[src/rtl/adc_pkg.sv]
// Shared definitions for the ADC sample controller: frame geometry,
// parameter defaults and the controller state encoding.
package adc_pkg;

    localparam int unsigned FRAME_BITS = 16;
    localparam int unsigned DATA_BITS  = 12;
    localparam int unsigned LEAD_ZEROS = 4;

    localparam int unsigned DIV_HALF_DEFAULT = 25;
    localparam int unsigned QUIET_DEFAULT    = 50;
    localparam int unsigned PERIOD_DEFAULT   = 1000;

    typedef enum logic [1:0] {
        ST_IDLE  = 2'd0,
        ST_CONV  = 2'd1,
        ST_QUIET = 2'd2,
        ST_WAIT  = 2'd3
    } state_e;

endpackage

[src/rtl/adc_sclk_gen.sv]
// SCLK divider for the ADC serial interface.
// While en_i is high, SCLK toggles every DIV_HALF clocks starting with a
// falling edge, and stops high after FRAME_BITS rising edges.
// Ports:
//   clk_i, rst_ni  - clock, asynchronous active-low reset
//   en_i           - run the divider (held high for the whole conversion)
//   sclk_o         - registered serial clock, idle high
//   rise_tick_o    - high in the clk cycle whose closing edge raises SCLK
//   fall_tick_o    - high in the clk cycle whose closing edge lowers SCLK
//   done_o         - all FRAME_BITS rising edges have been produced
module adc_sclk_gen
    import adc_pkg::*;
#(
    parameter int unsigned DIV_HALF = DIV_HALF_DEFAULT
) (
    input  logic clk_i,
    input  logic rst_ni,
    input  logic en_i,
    output logic sclk_o,
    output logic rise_tick_o,
    output logic fall_tick_o,
    output logic done_o
);

    localparam logic [7:0] DIV_LAST  = 8'(DIV_HALF - 1);
    localparam logic [4:0] EDGE_LAST = 5'(FRAME_BITS);

    logic [7:0] div_q, div_d;
    logic [4:0] rises_q, rises_d;
    logic       sclk_q, sclk_d;
    logic       tick;

    always_comb begin
        done_o      = (rises_q == EDGE_LAST);
        // Gating with done keeps SCLK parked high once the frame is complete,
        // which matters when DIV_HALF is 1.
        tick        = en_i && !done_o && (div_q == DIV_LAST);
        rise_tick_o = tick && !sclk_q;
        fall_tick_o = tick && sclk_q;
        sclk_d      = sclk_q;
        div_d       = div_q;
        rises_d     = rises_q;
        if (!en_i) begin
            sclk_d  = 1'b1;
            div_d   = '0;
            rises_d = '0;
        end else if (tick) begin
            div_d  = '0;
            sclk_d = !sclk_q;
            if (!sclk_q) begin
                rises_d = rises_q + 5'd1;
            end
        end else if (!done_o) begin
            div_d = div_q + 8'd1;
        end
    end

    always_ff @(posedge clk_i or negedge rst_ni) begin
        if (!rst_ni) begin
            sclk_q  <= 1'b1;
            div_q   <= '0;
            rises_q <= '0;
        end else begin
            sclk_q  <= sclk_d;
            div_q   <= div_d;
            rises_q <= rises_d;
        end
    end

    assign sclk_o = sclk_q;

endmodule

[src/rtl/adc_sample_ctrl.sv]
// Periodic sampling controller for a 16-bit-frame serial ADC
// (4 leading zeros followed by 12 data bits, MSB first).
// Ports:
//   clk, reset    - clock, asynchronous active-low reset
//   en            - level enable for periodic conversions
//   sdata         - serial ADC data
//   SCLK, CS      - ADC serial clock (idle high) and chip select (active low)
//   sample        - last completed conversion, held
//   sample_valid  - 1-clk pulse when sample updates
//   frame_err     - 1-clk pulse with sample_valid when a leading bit was 1
//   overrun       - 1-clk pulse when a period elapsed during a frame/quiet
//   busy          - high while CS is low
module adc_sample_ctrl
    import adc_pkg::*;
#(
    parameter int unsigned DIV_HALF = DIV_HALF_DEFAULT,
    parameter int unsigned QUIET    = QUIET_DEFAULT,
    parameter int unsigned PERIOD   = PERIOD_DEFAULT
) (
    input  logic                 clk,
    input  logic                 reset,
    input  logic                 en,
    input  logic                 sdata,
    output logic                 SCLK,
    output logic                 CS,
    output logic [DATA_BITS-1:0] sample,
    output logic                 sample_valid,
    output logic                 frame_err,
    output logic                 overrun,
    output logic                 busy
);

    localparam logic [15:0] PER_LAST   = 16'(PERIOD - 1);
    localparam logic [9:0]  QUIET_LAST = 10'(QUIET - 1);

    state_e                  state_q, state_d;
    logic [15:0]             pcnt_q, pcnt_d;
    logic [9:0]              qcnt_q, qcnt_d;
    logic                    pend_q, pend_d;
    logic [FRAME_BITS-1:0]   shift_q;
    logic                    cs_q, cs_d;
    logic                    busy_q, busy_d;
    logic [DATA_BITS-1:0]    sample_q, sample_d;
    logic                    valid_q, valid_d;
    logic                    ferr_q, ferr_d;
    logic                    ovr_q, ovr_d;

    logic rise_tick, sclk_done, pcnt_at_end;
    // Falling ticks are not needed here: data is captured on rising edges.
    logic fall_tick_unused;

    adc_sclk_gen #(
        .DIV_HALF(DIV_HALF)
    ) u_sclk_gen (
        .clk_i      (clk),
        .rst_ni     (reset),
        .en_i       (state_q == ST_CONV),
        .sclk_o     (SCLK),
        .rise_tick_o(rise_tick),
        .fall_tick_o(fall_tick_unused),
        .done_o     (sclk_done)
    );

    always_comb begin
        pcnt_at_end = (pcnt_q == PER_LAST);
        state_d     = state_q;
        pcnt_d      = pcnt_at_end ? pcnt_q : pcnt_q + 16'd1;
        qcnt_d      = '0;
        pend_d      = pend_q;
        sample_d    = sample_q;
        valid_d     = 1'b0;
        ferr_d      = 1'b0;
        ovr_d       = 1'b0;

        // A period that elapses mid-frame or mid-quiet is flagged once;
        // pend_q stays set until the next frame start.
        if ((state_q == ST_CONV || state_q == ST_QUIET) && pcnt_at_end && !pend_q) begin
            ovr_d  = 1'b1;
            pend_d = 1'b1;
        end

        case (state_q)
            ST_IDLE: begin
                pcnt_d = '0;
                if (en) state_d = ST_CONV;
            end
            ST_CONV: begin
                if (sclk_done) begin
                    state_d  = ST_QUIET;
                    sample_d = shift_q[DATA_BITS-1:0];
                    valid_d  = 1'b1;
                    ferr_d   = |shift_q[FRAME_BITS-1 -: LEAD_ZEROS];
                end
            end
            ST_QUIET: begin
                qcnt_d = qcnt_q + 10'd1;
                if (qcnt_q == QUIET_LAST) begin
                    // After an overrun the period has already expired, so the
                    // next frame follows the quiet gap directly.
                    if (!en)              state_d = ST_IDLE;
                    else if (pcnt_at_end) state_d = ST_CONV;
                    else                  state_d = ST_WAIT;
                end
            end
            ST_WAIT: begin
                if (!en)              state_d = ST_IDLE;
                else if (pcnt_at_end) state_d = ST_CONV;
            end
            default: state_d = ST_IDLE;
        endcase

        if (state_d == ST_CONV && state_q != ST_CONV) begin
            pcnt_d = '0;
            pend_d = 1'b0;
        end

        cs_d   = (state_d != ST_CONV);
        busy_d = (state_d == ST_CONV);
    end

    always_ff @(posedge clk or negedge reset) begin
        if (!reset) begin
            state_q  <= ST_IDLE;
            pcnt_q   <= '0;
            qcnt_q   <= '0;
            pend_q   <= 1'b0;
            shift_q  <= '0;
            cs_q     <= 1'b1;
            busy_q   <= 1'b0;
            sample_q <= '0;
            valid_q  <= 1'b0;
            ferr_q   <= 1'b0;
            ovr_q    <= 1'b0;
        end else begin
            state_q  <= state_d;
            pcnt_q   <= pcnt_d;
            qcnt_q   <= qcnt_d;
            pend_q   <= pend_d;
            if (rise_tick) shift_q <= {shift_q[FRAME_BITS-2:0], sdata};
            cs_q     <= cs_d;
            busy_q   <= busy_d;
            sample_q <= sample_d;
            valid_q  <= valid_d;
            ferr_q   <= ferr_d;
            ovr_q    <= ovr_d;
        end
    end

    assign CS           = cs_q;
    assign busy         = busy_q;
    assign sample       = sample_q;
    assign sample_valid = valid_q;
    assign frame_err    = ferr_q;
    assign overrun      = ovr_q;

endmodule
[config.mk]
export PLATFORM = sky130hd
export DESIGN_NAME = adc_sample_ctrl
export DESIGN_NICKNAME = d
export VERILOG_FILES = /design/src/rtl/adc_pkg.sv /design/src/rtl/adc_sclk_gen.sv /design/src/rtl/adc_sample_ctrl.sv
export SDC_FILE = /design/constraint.sdc
export NUM_CORES = 1
export LEC_CHECK = 0
export ABC_AREA = 1
export CORE_ASPECT_RATIO = 2
export CORE_MARGIN = 2
export CORE_UTILIZATION = 45
export CTS_BUF_LIST = sky130_fd_sc_hd__clkbuf_2 sky130_fd_sc_hd__clkbuf_4 sky130_fd_sc_hd__clkbuf_8
export DETAILED_ROUTE_END_ITERATION = 16
export PLACE_DENSITY = 0.7
export SYNTH_ARGS = -nofsm -noshare
export SYNTH_HDL_FRONTEND = slang
export SYNTH_SLANG_ARGS = --single-unit
[constraint.sdc]
create_clock -name clk -period 2.8 [get_ports clk]
set_clock_uncertainty 0.1 [all_clocks]
set_input_delay 0.7 -clock clk [delete_from_list [all_inputs] [get_ports clk]]
set_output_delay 0.7 -clock clk [all_outputs]
set_load 0.01 [all_outputs]
Yosys cells after proc, flatten, opt, wreduce, memory -nomap -nowiden
Index checks and enable logic that the tools add are counted.
{"block": "op_classes", "add_sub_neg": 4, "n_eq_ne": 14, "n_mux": 27, "n_reduce_logical": 15}
{"op": "$mux 16", "n": 3}
{"op": "$mux 8", "n": 3}
{"op": "$add 16x1->16 const B", "n": 1}
{"op": "$eq 16x10->1 const B", "n": 1}
{"op": "$mux 5", "n": 3}
{"op": "$mux 2", "n": 7}
{"op": "$add 10x1->10 const B", "n": 1}
{"op": "$eq 10x6->1 const B", "n": 1}
{"op": "$mux 10", "n": 1}
{"op": "$mux 1", "n": 9}
{"op": "$add 8x1->8 const B", "n": 1}
{"op": "$eq 8x5->1 const B", "n": 1}
{"op": "$pmux 2 s4", "n": 1}
{"op": "$logic_and 1x1->1", "n": 6}
{"op": "$add 5x1->5 const B", "n": 1}
{"op": "$eq 5x5->1 const B", "n": 1}
{"op": "$eq 2x1->1 const B", "n": 2}
{"op": "$eq 2x2->1 const B", "n": 2}
{"op": "$ne 2x1->1 const B", "n": 2}
{"op": "$ne 2x2->1 const B", "n": 2}
{"op": "$reduce_and 2->1", "n": 2}
{"op": "$reduce_or 4->1", "n": 1}
{"op": "$logic_not 1->1", "n": 3}
{"op": "$ne 3x1->1 const B", "n": 1}
{"op": "other kinds (4)", "n": 4}
{"block": "word_totals", "reg_bits": 76, "input_bits": 4, "out_inout_bits": 18, "word_cells": 74}

Logic depth before layout (Yosys ltp)
Gate-level depths: netlist (run 1).
{"block": "depth", "ltp_word": 8, "mapped_depth": 15}

Hierarchy
From an unflattened synthesis (run 1), not the netlist that was laid out.
{"block": "unflattened", "hier_cells": 473, "hier_area_um2": 3876.2}
{"module": "adc_sample_ctrl", "n_inst": 1, "cells_each": 350, "area_each_um2": 2947.8}
{"module": "adc_sclk_gen", "n_inst": 1, "cells_each": 123, "area_each_um2": 928.4}

Worst setup path before layout (run 1)
OpenSTA, ideal clock, no wires.
{"block": "synth_timing", "path_kind": "flip-flop to flip-flop", "startpoint": "register state_q[1]", "endpoint": "register pcnt_q[12]", "arrival_ns": 1.783, "required_time_ns": 2.572, "slack_ns": 0.790, "stages_incl_launch_ff": 13, "path_buffers": 1, "path_cell_list": "dfrtp_1 -> inv_1 -> ha_1 -> nand2_1 -> nand2_1 -> nand2_1 -> nand2_1 -> nor2_1 -> a21oi_4 -> nand3_4 -> nor2_8 -> buf_12 -> nor2_4"}
{"block": "synth_via", "word_cells_on_any_way": 16, "classes_between": "6 x eq/ne; 8 x mux; 2 x reduce/logical"}
{"element": "start: declaration", "line_no": "adc_sample_ctrl.sv:36", "source": "state_e state_q, state_d;"}
{"element": "start signal: assignment", "line_no": "adc_sample_ctrl.sv:135", "source": "state_q <= state_d;"}
{"element": "$eq 2x2->1, or another cell as far along", "line_no": "adc_sample_ctrl.sv:82", "source": "case (state_q)"}
{"element": "$pmux 2 s4 (*)", "line_no": "adc_sample_ctrl.sv:82"}
{"element": "via state_d[0]", "line_no": "adc_sample_ctrl.sv:36"}
{"element": "$eq 2x1->1 (*)", "line_no": "adc_sample_ctrl.sv:112", "source": "if (state_d == ST_CONV && state_q != ST_CONV) begin"}
{"element": "$logic_and 1x1->1 (*)", "line_no": "adc_sample_ctrl.sv:112"}
{"element": "$ne 3x1->1 (no line) or $mux 16 (tied branches)"}
{"element": "end signal: assignment", "line_no": "adc_sample_ctrl.sv:136", "source": "pcnt_q <= pcnt_d;"}
{"element": "end: declaration", "line_no": "adc_sample_ctrl.sv:37", "source": "logic [15:0] pcnt_q, pcnt_d;"}
The timed path passes the listed nets; every way through them passes the cells marked *.
A chain may end at the register's enable or synchronous reset.

Worst setup path in the final report (run 1)
{"block": "layout_timing", "startpoint": "register state_q[1]", "endpoint": "register pcnt_q[3]"}
Same word-level chain as after synthesis.

==> impl_metrics.py, run 1 <==
metrics = {
    "run_status": {
        "status": "finished, final reports clean",
    },
    "timing": {
        "min_period_ps": 2300,
        "slew_violations": 0,
        "tightest_slew_ps": 629,
        "hold_viol": 0,
        "setup_viol": 0,
        "clock.fmax_mhz": 434,
        "rsz0062_at_grt": "false",
        "holdWs_ps": 193,
        "finalSetupTns_ps": 0,
        "layout_setup_ws_ps": 498,
        "period_share": 0.822,
        "slew_headroom": 0.580,
    },
    "setup_path": {
        "critPathMaxFanout": 17,
        "crit_required_ps": 2940,
        "critPathArrivalTime_ps": 2440,
        "worst-setup-path-type": "reg2reg",
        "worst_setup_path_end_kind": "flip-flop",
        "cp-start-kind": "flip-flop",
    },
    "synth": {
        "synth_cells": 447,
        "synth_fp_nets": 462,
        "synth.lib_cells_used.distinct": 35,
        "synth_common_cells": "125 x nand2_1, 74 x dfrtp_1, 55 x inv_1",
        "async_reset_ff_frac": 1.00,
        "ys.flop_type": "dfrtp_1",
        "syn_area_mm2": 0.00374,
        "ys_seq_elements": 76,
        "ys_warn_count": 0,
        "synth-edff-count": 0,
        "synthTopCellsByArea": "dfrtp_1 50%, nand2_1 13%, inv_1 5.5%",
        "yosysMostFrequentCell": "nand2_1",
        "ys_seq_area_frac": 0.510,
        "synth_area_leader_cell": "dfrtp_1",
        "syn_avg_cell_area_um2": 8.36,
        "synth_top_area_frac": 0.495,
    },
    "routing": {
        "antenna_left": 0,
        "vias_per_cell": 5.09,
        "drt_iter0_drc": 147,
        "drc": 0,
        "dr.pass1.iters": 4,
        "wl_um": 7610,
        "wl_per_cell_um": 13.1,
        "via_count": 2955,
    },
    "die": {
        "core_area_mm2": 0.00817,
        "die_area_mm2": 0.00909,
        "fp.dieH_um": 133,
        "io_pins": 22,
        "die_x_um": 68.4,
        "fp-row-count": 47,
        "start_util": 0.457,
    },
    "cts": {
        "cts_setup_buffers": 0,
        "cts_tree": "built",
        "clock_sink_count": 76,
        "postCtsResizedCells": 0,
        "htree_levels": 3,
        "cts_max_path_buffers": 2,
        "clk_latency_ps": 350,
        "clk_pin_slew_ps": 80,
        "cts-root-buf": "clkbuf_8",
        "cts_buffers": 9,
        "ctsHoldBuffers": 0,
    },
    "power": {
        "power_leakage_nw": 2.02,
        "powerDensity_mw_per_mm2": 599,
        "fin_total_pwr_mw": 2.56,
        "vdd_drop_max_v": 0.000397,
    },
    "job": {
        "maxCapViolCount": 0,
    },
    "layout": {
        "final_layout_size_suffix_gt1_frac": 0.106,
        "layout.nets": 492,
        "area_delta_synth_final_pct": 14.2,
        "fin_area_mm2": 0.00427,
        "diodes": 0,
        "fill_cells": 750,
    },
    "global_routing": {
        "grt_antenna_before_repair": 0,
        "grt_max_degree": 44,
        "grt_pass1_wl_um": 13200,
        "grtUsageTotal": 0.191,
        "grt_pass1_vias": 2993,
        "overflow": 0,
    },
    "placed_design": {
        "dp_hpwl_um": 5510,
        "io_buffers": 21,
        "place_area_mm2": 0.00409,
        "place_ws_ps": 309,
        "gp_congestion": 0.864,
    },
    "hold_path": {
        "min-delay-path-class": "in2async",
    },
}
[layout by cell type (no fill, tap or decap), types with 3 or more instances in the layout]
master / synthesis / layout
o21ai_0: 24 / 24
nor2_2: 4 / 4
nor2_4: 10 / 10
dfrtp_1: 74 / 74
xor2_1: 3 / 3
nand2_2: 3 / 3
o22ai_1: 3 / 3
nand2_1: 125 / 125
a21oi_1: 17 / 17
clkdlybuf4s50_1: 0 / 20
clkbuf_8: 0 / 10
ha_1: 11 / 11
nand3_1: 29 / 29
buf_4: 1 / 5
inv_1: 55 / 55
clkbuf_4: 0 / 4
nor3_1: 15 / 14
nor2_1: 43 / 43
inv_2: 3 / 3
[power by group]
part | switching [mW] | internal [mW] | total, mW | leakage [nW]
Combinational | 0.378 | 0.207 | 0.585 | 0.878
Clock | 0.382 | 0.384 | 0.766 | 0.0981
Sequential | 0.0473 | 1.16 | 1.21 | 1.04
Total | 0.808 | 1.75 | 2.56 | 2.02
[logic make-up (layout without fill, tap and decap cells)]
| group | count (synthesis) | count (layout) | share of synthesized area |
|---|---|---|---|
| AO/OA/AOI/OAI | 53 | 53 | 0.0820 |
| XOR/XNOR | 3 | 3 | 0.00703 |
| flip-flops | 76 | 76 | 0.510 |
| adder cells (fa/ha/maj) | 11 | 11 | 0.0368 |
| multiplexers | 1 | 1 | 0.00268 |
| AND/OR/NAND/NOR | 237 | 237 | 0.290 |
| buffers and inverters | 66 | 101 | 0.0720 |
[metrics by stage]
step	std cells	utilization
global route	580	0.522
floorplan	447	-
detailed placement	564	0.501
finish	580	0.522
CTS	580	0.522
global placement	564	0.501
[state kept, by name, indices dropped and copies added (netlist names), 2 cells and up]
name	count
sample	12
u_sclk_gen.div_q	8
pcnt_q	16
shift_q	16
state_q	2
u_sclk_gen.rises_q	5
qcnt_q	10
[worst max-delay path: stages, from the launching register on]
cell	delay, ps
dfrtp_1	430
inv_1	140
ha_1	410
nand2_1	170
nand2_1	90
nand2_1	50
nand2_1	70
nor2_1	70
a21oi_4	150
nand3_4	120
nor2_8	110
buf_12	200
nor2_1	70
[cell type report]
type	count	area (um^2)	area share
flip-flops and latches	76	1900	0.446
multi-input cells	305	1570	0.368
repair buffers	27	278	0.0651
inverters	58	218	0.0510
clock buffers	14	168	0.0393
well taps	98	123	0.0287
clock inverters	2	10.0	0.00234
[metal layers]
layer / track usage / wire (um) / vias up
li1: - / - / 1475
met1: 0.211 / 2990 / 1413
met2: 0.334 / 4220 / 52
met3: 0.0357 / 239 / 15
met4: 0.0889 / 165 / 0
met5: 0 / 0 / -
[worst paths after layout]
path,start,end,slack (ps),cells after the start
setup / recovery,state_q[1]$_DFF_PN0_,pcnt_q[3]$_DFFE_PN0P_,500,12
hold / removal,reset,qcnt_q[5]$_DFF_PN0_,190,1
setup reg to reg,state_q[1]$_DFF_PN0_,pcnt_q[3]$_DFFE_PN0P_,500,12
hold reg to reg,pend_q$_DFFE_PN0P_,overrun$_DFF_PN0_,330,1
max in group asynchronous,reset,u_sclk_gen.sclk_o$_DFFE_PN1P_,1760,2
min in group clk,pend_q$_DFFE_PN0P_,overrun$_DFF_PN0_,330,1
(Power assumes the default switching activity.)
==> inputs of run 2 (changes only) <==
--- a/config.mk
+++ b/config.mk
@@ -11,7 +11,7 @@
 export CORE_UTILIZATION = 45
 export CTS_BUF_LIST = sky130_fd_sc_hd__clkbuf_2 sky130_fd_sc_hd__clkbuf_4 sky130_fd_sc_hd__clkbuf_8
 export DETAILED_ROUTE_END_ITERATION = 16
-export PLACE_DENSITY = 0.7
+export PLACE_DENSITY = 0.72
 export SYNTH_ARGS = -nofsm -noshare
 export SYNTH_HDL_FRONTEND = slang
 export SYNTH_SLANG_ARGS = --single-unit
==> constraint.sdc (replaced) <==
create_clock -name clk -period 1.87 [get_ports clk]
set_clock_uncertainty 0.1 [all_clocks]
set_input_delay 0.4675 -clock clk [delete_from_list [all_inputs] [get_ports clk]]
set_output_delay 0.4675 -clock clk [all_outputs]
set_load 0.01 [all_outputs]
==> impl_metrics.py, run 2 (synthesis gave the netlist of run 1 again) <==
metrics = {
    "run_status": {
        "status": "finished with violations",
        "violations": "negative setup slack",
    },
    "setup_path": {
        "crit_required_ps": 2020,
        "slowest_stage": "dfrtp_1",
        "worst_setup_path_end_kind": "flip-flop",
        "slowest_delay_ps": 460,
        "critPathMaxFanout": 6,
        "crit_chain": "inv_2, ha_4, inv_1, a21oi_1, a21oi_1, nand2_1, nand2_2, nand3_4, nor2_8, clkbuf_16, nor2_4",
        "worst-setup-path-type": "reg2reg",
        "crit_path_frequent_cell": "a21oi_1",
        "cp-start-kind": "flip-flop",
        "critPathArrivalTime_ps": 2130,
    },
    "global_routing": {
        "grt-busiest-layer": "met2",
        "grt_pass1_wl_um": 13400,
        "grtUsageTotal": 0.196,
        "overflow": 0,
        "grt_max_degree": 34,
        "grt_antenna_before_repair": 0,
        "grt_pass1_vias": 3090,
        "use_met2": 0.349,
        "use_met3": 0.0357,
        "use_met1": 0.208,
    },
    "timing": {
        "clock.fmax_mhz": 504,
        "slew_headroom": 0.739,
        "period_share": 1.06,
        "min_period_ps": 1990,
        "hold_viol": 0,
        "holdWs_ps": 333,
        "rsz0062_at_grt": "true",
        "setup_viol": 18,
        "slew_violations": 0,
        "tightest_slew_ps": 391,
        "layout_setup_ws_ps": -116,
    },
    "placed_design": {
        "placedCellCount": 603,
        "io_buffers": 21,
        "gp_congestion": 0.890,
        "dp_hpwl_um": 6120,
        "place_ws_ps": -392,
    },
    "die": {
        "fp-row-count": 47,
        "die_x_um": 68.4,
        "die_area_mm2": 0.00909,
        "core_area_mm2": 0.00817,
        "fp.dieH_um": 133,
        "io_pins": 22,
        "start_util": 0.457,
    },
    "cts": {
        "htree_levels": 3,
        "cts_max_path_buffers": 2,
        "cts-root-buf": "clkbuf_8",
        "clk_latency_ps": 360,
        "cts_tree": "built",
        "clk_pin_slew_ps": 80,
        "clock_sink_count": 76,
        "cts_buffers": 9,
    },
    "layout": {
        "diodes": 0,
        "area_delta_synth_final_pct": 31.0,
        "final_layout_size_suffix_gt1_frac": 0.261,
        "final_common_cell": "nand2_1",
        "layout.nets": 539,
        "layout_common_cells": "103 x nand2_1, 74 x dfrtp_1, 52 x inv_1, 42 x buf_4, 36 x nor2_1",
        "instances_no_fill": 627,
    },
    "routing": {
        "via_count": 3182,
        "wl_per_cell_um": 13.7,
        "dr.pass1.iters": 4,
        "drt_iter0_drc": 199,
        "vias_per_cell": 5.07,
        "wl_um": 8590,
        "antenna_left": 0,
        "drc": 0,
    },
    "job": {
        "maxCapViolCount": 0,
    },
    "power": {
        "power_leakage_nw": 2.35,
        "vdd_drop_max_v": 0.000694,
        "fin_total_pwr_mw": 4.34,
        "powerDensity_mw_per_mm2": 887,
    },
    "hold_path": {
        "min-delay-path-class": "reg2reg",
    },
}
-- run 2: critical path, delay by kind of cell (launching register included) --
family	cells	cell delay, ps
compound gates	2	210
fa+ha+maj	1	200
buf+inv	3	470
flops	1	460
simple gates	5	450
-- run 2: area by class of cell --
cell class / instances / area, um^2
Timing Repair inverter: 1 / 7.51
Clock inverter: 6 / 63.8
Timing Repair Buffer: 73 / 706
Clock buffer: 10 / 138
Inverter: 58 / 229
Sequential cell: 76 / 1900
Fill cell: 687 / 3280
Multi-Input combinational cell: 305 / 1730
Tap cell: 98 / 123
-- run 2: path summary, 6_finish.rpt --
check                                      from                           endpoint  slack [ps]  cells after the start
setup / recovery           state_q[1]$_DFF_PN0_              pcnt_q[7]$_DFFE_PN0P_        -120                     11
hold / removal               pend_q$_DFFE_PN0P_                  overrun$_DFF_PN0_         330                      1
setup reg to reg           state_q[1]$_DFF_PN0_              pcnt_q[7]$_DFFE_PN0P_        -120                     11
hold reg to reg              pend_q$_DFFE_PN0P_                  overrun$_DFF_PN0_         330                      1
max in group asynchronous                 reset  u_sclk_gen.rises_q[4]$_DFFE_PN0P_         720                      3
min in group asynchronous                 reset                qcnt_q[3]$_DFF_PN0_         440                      2
-- run 2: timing repair --
item	in CTS	in global routing
pin swaps	1	9
endpoints found under the setup margin	21	62
gates cloned	0	3
resized for setup	5	58
hold buffers	1	0
endpoints found under the hold margin	20	0
buffers inserted	1	4
-- run 2: power breakdown --
part / total, mW / switching (mW) / internal, mW
Combinational: 1.27 / 0.705 / 0.564
Sequential: 1.81 / 0.0715 / 1.74
Clock: 1.27 / 0.618 / 0.650
Total: 4.34 / 1.39 / 2.95
-- run 2: per-stage QoR --
stage               setup TNS, ps  utilization  area [um^2]
floorplan                    -202            -         3760
global placement            -4850        0.541         4420
detailed placement          -6540        0.541         4420
CTS                         -1450        0.568         4650
global route                -4950        0.599         4900
finish                      -1450        0.599         4900
-- run 2: layer usage --
layer,vias up,part of all wire
met5,-,0
met4,0,0.029
met3,16,0.025
met2,49,0.57
met1,1543,0.37
li1,1574,-
==> inputs of run 3 (changes only) <==
--- a/config.mk
+++ b/config.mk
@@ -5,13 +5,12 @@
 export SDC_FILE = /design/constraint.sdc
 export NUM_CORES = 1
 export LEC_CHECK = 0
-export ABC_AREA = 1
 export CORE_ASPECT_RATIO = 2
 export CORE_MARGIN = 2
 export CORE_UTILIZATION = 45
 export CTS_BUF_LIST = sky130_fd_sc_hd__clkbuf_2 sky130_fd_sc_hd__clkbuf_4 sky130_fd_sc_hd__clkbuf_8
 export DETAILED_ROUTE_END_ITERATION = 16
-export PLACE_DENSITY = 0.72
+export PLACE_DENSITY = 0.73
 export SYNTH_ARGS = -nofsm -noshare
 export SYNTH_HDL_FRONTEND = slang
 export SYNTH_SLANG_ARGS = --single-unit
==> impl_metrics.py, run 3 <==
metrics = {
    "run_status": {
        "status": "finished with violations",
        "violations": "negative setup slack",
    },
    "global_routing": {
        "grt_max_degree": 41,
        "grt_pass1_vias": 3187,
        "grtUsageTotal": 0.226,
        "grt_pass1_wl_um": 14600,
        "grt_antenna_before_repair": 0,
        "overflow": 0,
    },
    "synth": {
        "synth.lib_cells_used.distinct": 50,
        "synth_area_leader_cell": "dfrtp_1",
        "synth_top_area_frac": 0.512,
        "synth_common_cells": "74 x dfrtp_1, 57 x nand2_1, 19 x nor2_1",
        "syn_area_mm2": 0.00361,
        "ys_warn_count": 0,
        "synth-edff-count": 0,
        "ys_seq_elements": 76,
        "synth_cells": 337,
        "ys.flop_type": "dfrtp_1",
        "async_reset_ff_frac": 1.00,
        "syn_avg_cell_area_um2": 10.7,
        "synth_fp_nets": 352,
        "synthTopCellsByArea": "dfrtp_1 51%, nand2_1 5.9%, mux2_2 5.0%",
        "ys_seq_area_frac": 0.527,
        "yosysMostFrequentCell": "dfrtp_1",
    },
    "layout": {
        "final_layout_size_suffix_gt1_frac": 0.399,
        "layout.nets": 466,
        "layout_common_cells": "75 x buf_4, 73 x dfrtp_1, 52 x nand2_1, 18 x nor2_1, 17 x xor2_1",
        "area_delta_synth_final_pct": 45.4,
        "multi_input_area_mm2": 0.00197,
        "final_common_cell": "buf_4",
        "instances_no_fill": 552,
        "fill_cells": 547,
        "diodes": 0,
        "register_area_mm2": 0.00191,
    },
    "placed_design": {
        "dp_hpwl_um": 5560,
        "placedCellCount": 514,
        "place_ws_ps": -592,
        "gp_congestion": 0.827,
        "io_buffers": 21,
    },
    "power": {
        "power_leakage_nw": 2.56,
        "vdd_drop_max_v": 0.000791,
        "powerDensity_mw_per_mm2": 1060,
        "fin_total_pwr_mw": 5.59,
    },
    "cts": {
        "cts-root-buf": "clkbuf_8",
        "clk_latency_ps": 350,
        "cts_buffers": 9,
        "cts_max_path_buffers": 2,
        "clk_pin_slew_ps": 70,
        "htree_levels": 3,
        "clock_sink_count": 76,
        "cts_tree": "built",
    },
    "timing": {
        "layout_setup_ws_ps": -383,
        "period_share": 1.20,
        "min_period_ps": 2250,
        "slew_headroom": 0.719,
        "tightest_slew_ps": 416,
        "rsz0062_at_grt": "true",
        "clock.fmax_mhz": 444,
        "finalSetupTns_ps": -10120,
        "setup_viol": 43,
        "hold_viol": 0,
        "slew_violations": 0,
        "holdWs_ps": 337,
    },
    "routing": {
        "met2_length_um": 5410,
        "antenna_left": 0,
        "drt_iter0_drc": 126,
        "vias_per_cell": 5.42,
        "wl_um": 9180,
        "via_count": 2994,
        "wl_per_cell_um": 16.6,
        "route.met3.wl_um": 294,
        "wl_met1_um": 3140,
        "drc": 0,
        "dr.pass1.iters": 4,
        "highest_layer": "met4",
    },
    "setup_path": {
        "worst-setup-path-type": "reg2reg",
        "crit_required_ps": 2000,
        "cp-start-kind": "flip-flop",
        "r2r_slack_ps": -380,
        "critPathMaxFanout": 5,
        "worst_setup_path_end_kind": "flip-flop",
        "critPathArrivalTime_ps": 2380,
    },
    "job": {
        "maxCapViolCount": 0,
    },
    "die": {
        "core_area_mm2": 0.00789,
        "die_x_um": 67.4,
        "start_util": 0.458,
        "fp-row-count": 46,
        "io_pins": 22,
        "fp.dieH_um": 131,
        "die_area_mm2": 0.00881,
    },
    "hold_path": {
        "min-delay-path-class": "reg2reg",
    },
}
[run 3: cell count changes in the layout (fill, tap and decap cells not counted), sizes merged, moves of 14 or more]
cell	delta
a21oi	-14
nand3	-14
xor2	+14
nand2	-71
nor2	-39
mux2	+16
buf	+42
inv	-44
[run 3: kinds of logic after synthesis]
| kind of cell | synth area share |
|---|---|
| DFF | 0.527 |
| xor gates and xnor gates | 0.0654 |
| muxes | 0.0526 |
| buffers and inverters | 0.0329 |
| adders and majority gates | 0.0381 |
| AOI/OAI and AO/OA | 0.0876 |
| and+or+nand+nor | 0.196 |
[run 3: per-stage QoR]
step                instance area [um^2]  utilization
detailed placement                  4590        0.582
global placement                    4590        0.582
floorplan                           3780            -
global route                        5250        0.666
CTS                                 5150        0.653
finish                              5250        0.666
[run 3: worst max-delay path, stage by stage (launching register included)]
cell,delay [ps]
dfrtp_1,380
or4_4,550
nor4_4,220
buf_4,180
a211oi_4,80
buf_6,130
o21ai_4,260
buf_6,160
a211oi_2,60
[run 3: layout make-up]
cell class	count	area share
multi-input combinational	237	0.375
sequential	76	0.363
timing repair buffer	113	0.190
clock buffer	14	0.0319
tap	96	0.0229
inverter	14	0.0110
clock inverter	2	0.00667
[run 3: per-layer routing]
| metal | GRT usage | up-vias |
|---|---|---|
| li1 | - | 1400 |
| met1 | 0.225 | 1499 |
| met2 | 0.417 | 73 |
| met3 | 0.0428 | 22 |
| met4 | 0.136 | 0 |
| met5 | 0 | - |
[run 3: timing repair]
action,in CTS,in global routing
buffers inserted,13,10
gates resized for setup,43,36
endpoints found under the hold margin,19,0
setup endpoints to repair,44,50
hold buffers,1,0
gates cloned,3,0
pin swaps,13,16
[run 3: where the power goes]
part | total, mW | leakage [nW] | switching, mW | internal, mW
logic | 2.47 | 1.41 | 1.27 | 1.20
registers | 1.84 | 1.04 | 0.0766 | 1.76
clock network | 1.28 | 0.108 | 0.572 | 0.712
total | 5.59 | 2.56 | 1.92 | 3.67
[run 3: path summary, 6_finish.rpt]
path                                        startpoint                     end  cells after the start
worst min register to register      pend_q$_DFFE_PN0P_       overrun$_DFF_PN0_                      1
worst max register to register  pcnt_q[12]$_DFFE_PN0P_   pcnt_q[9]$_DFFE_PN0P_                      8
worst max-delay path            pcnt_q[12]$_DFFE_PN0P_   pcnt_q[9]$_DFFE_PN0P_                      8
worst min-delay path                pend_q$_DFFE_PN0P_       overrun$_DFF_PN0_                      1
min in group asynchronous                        reset  shift_q[5]$_DFFE_PN0P_                      2
max in group asynchronous                        reset            CS$_DFF_PN1_                      3
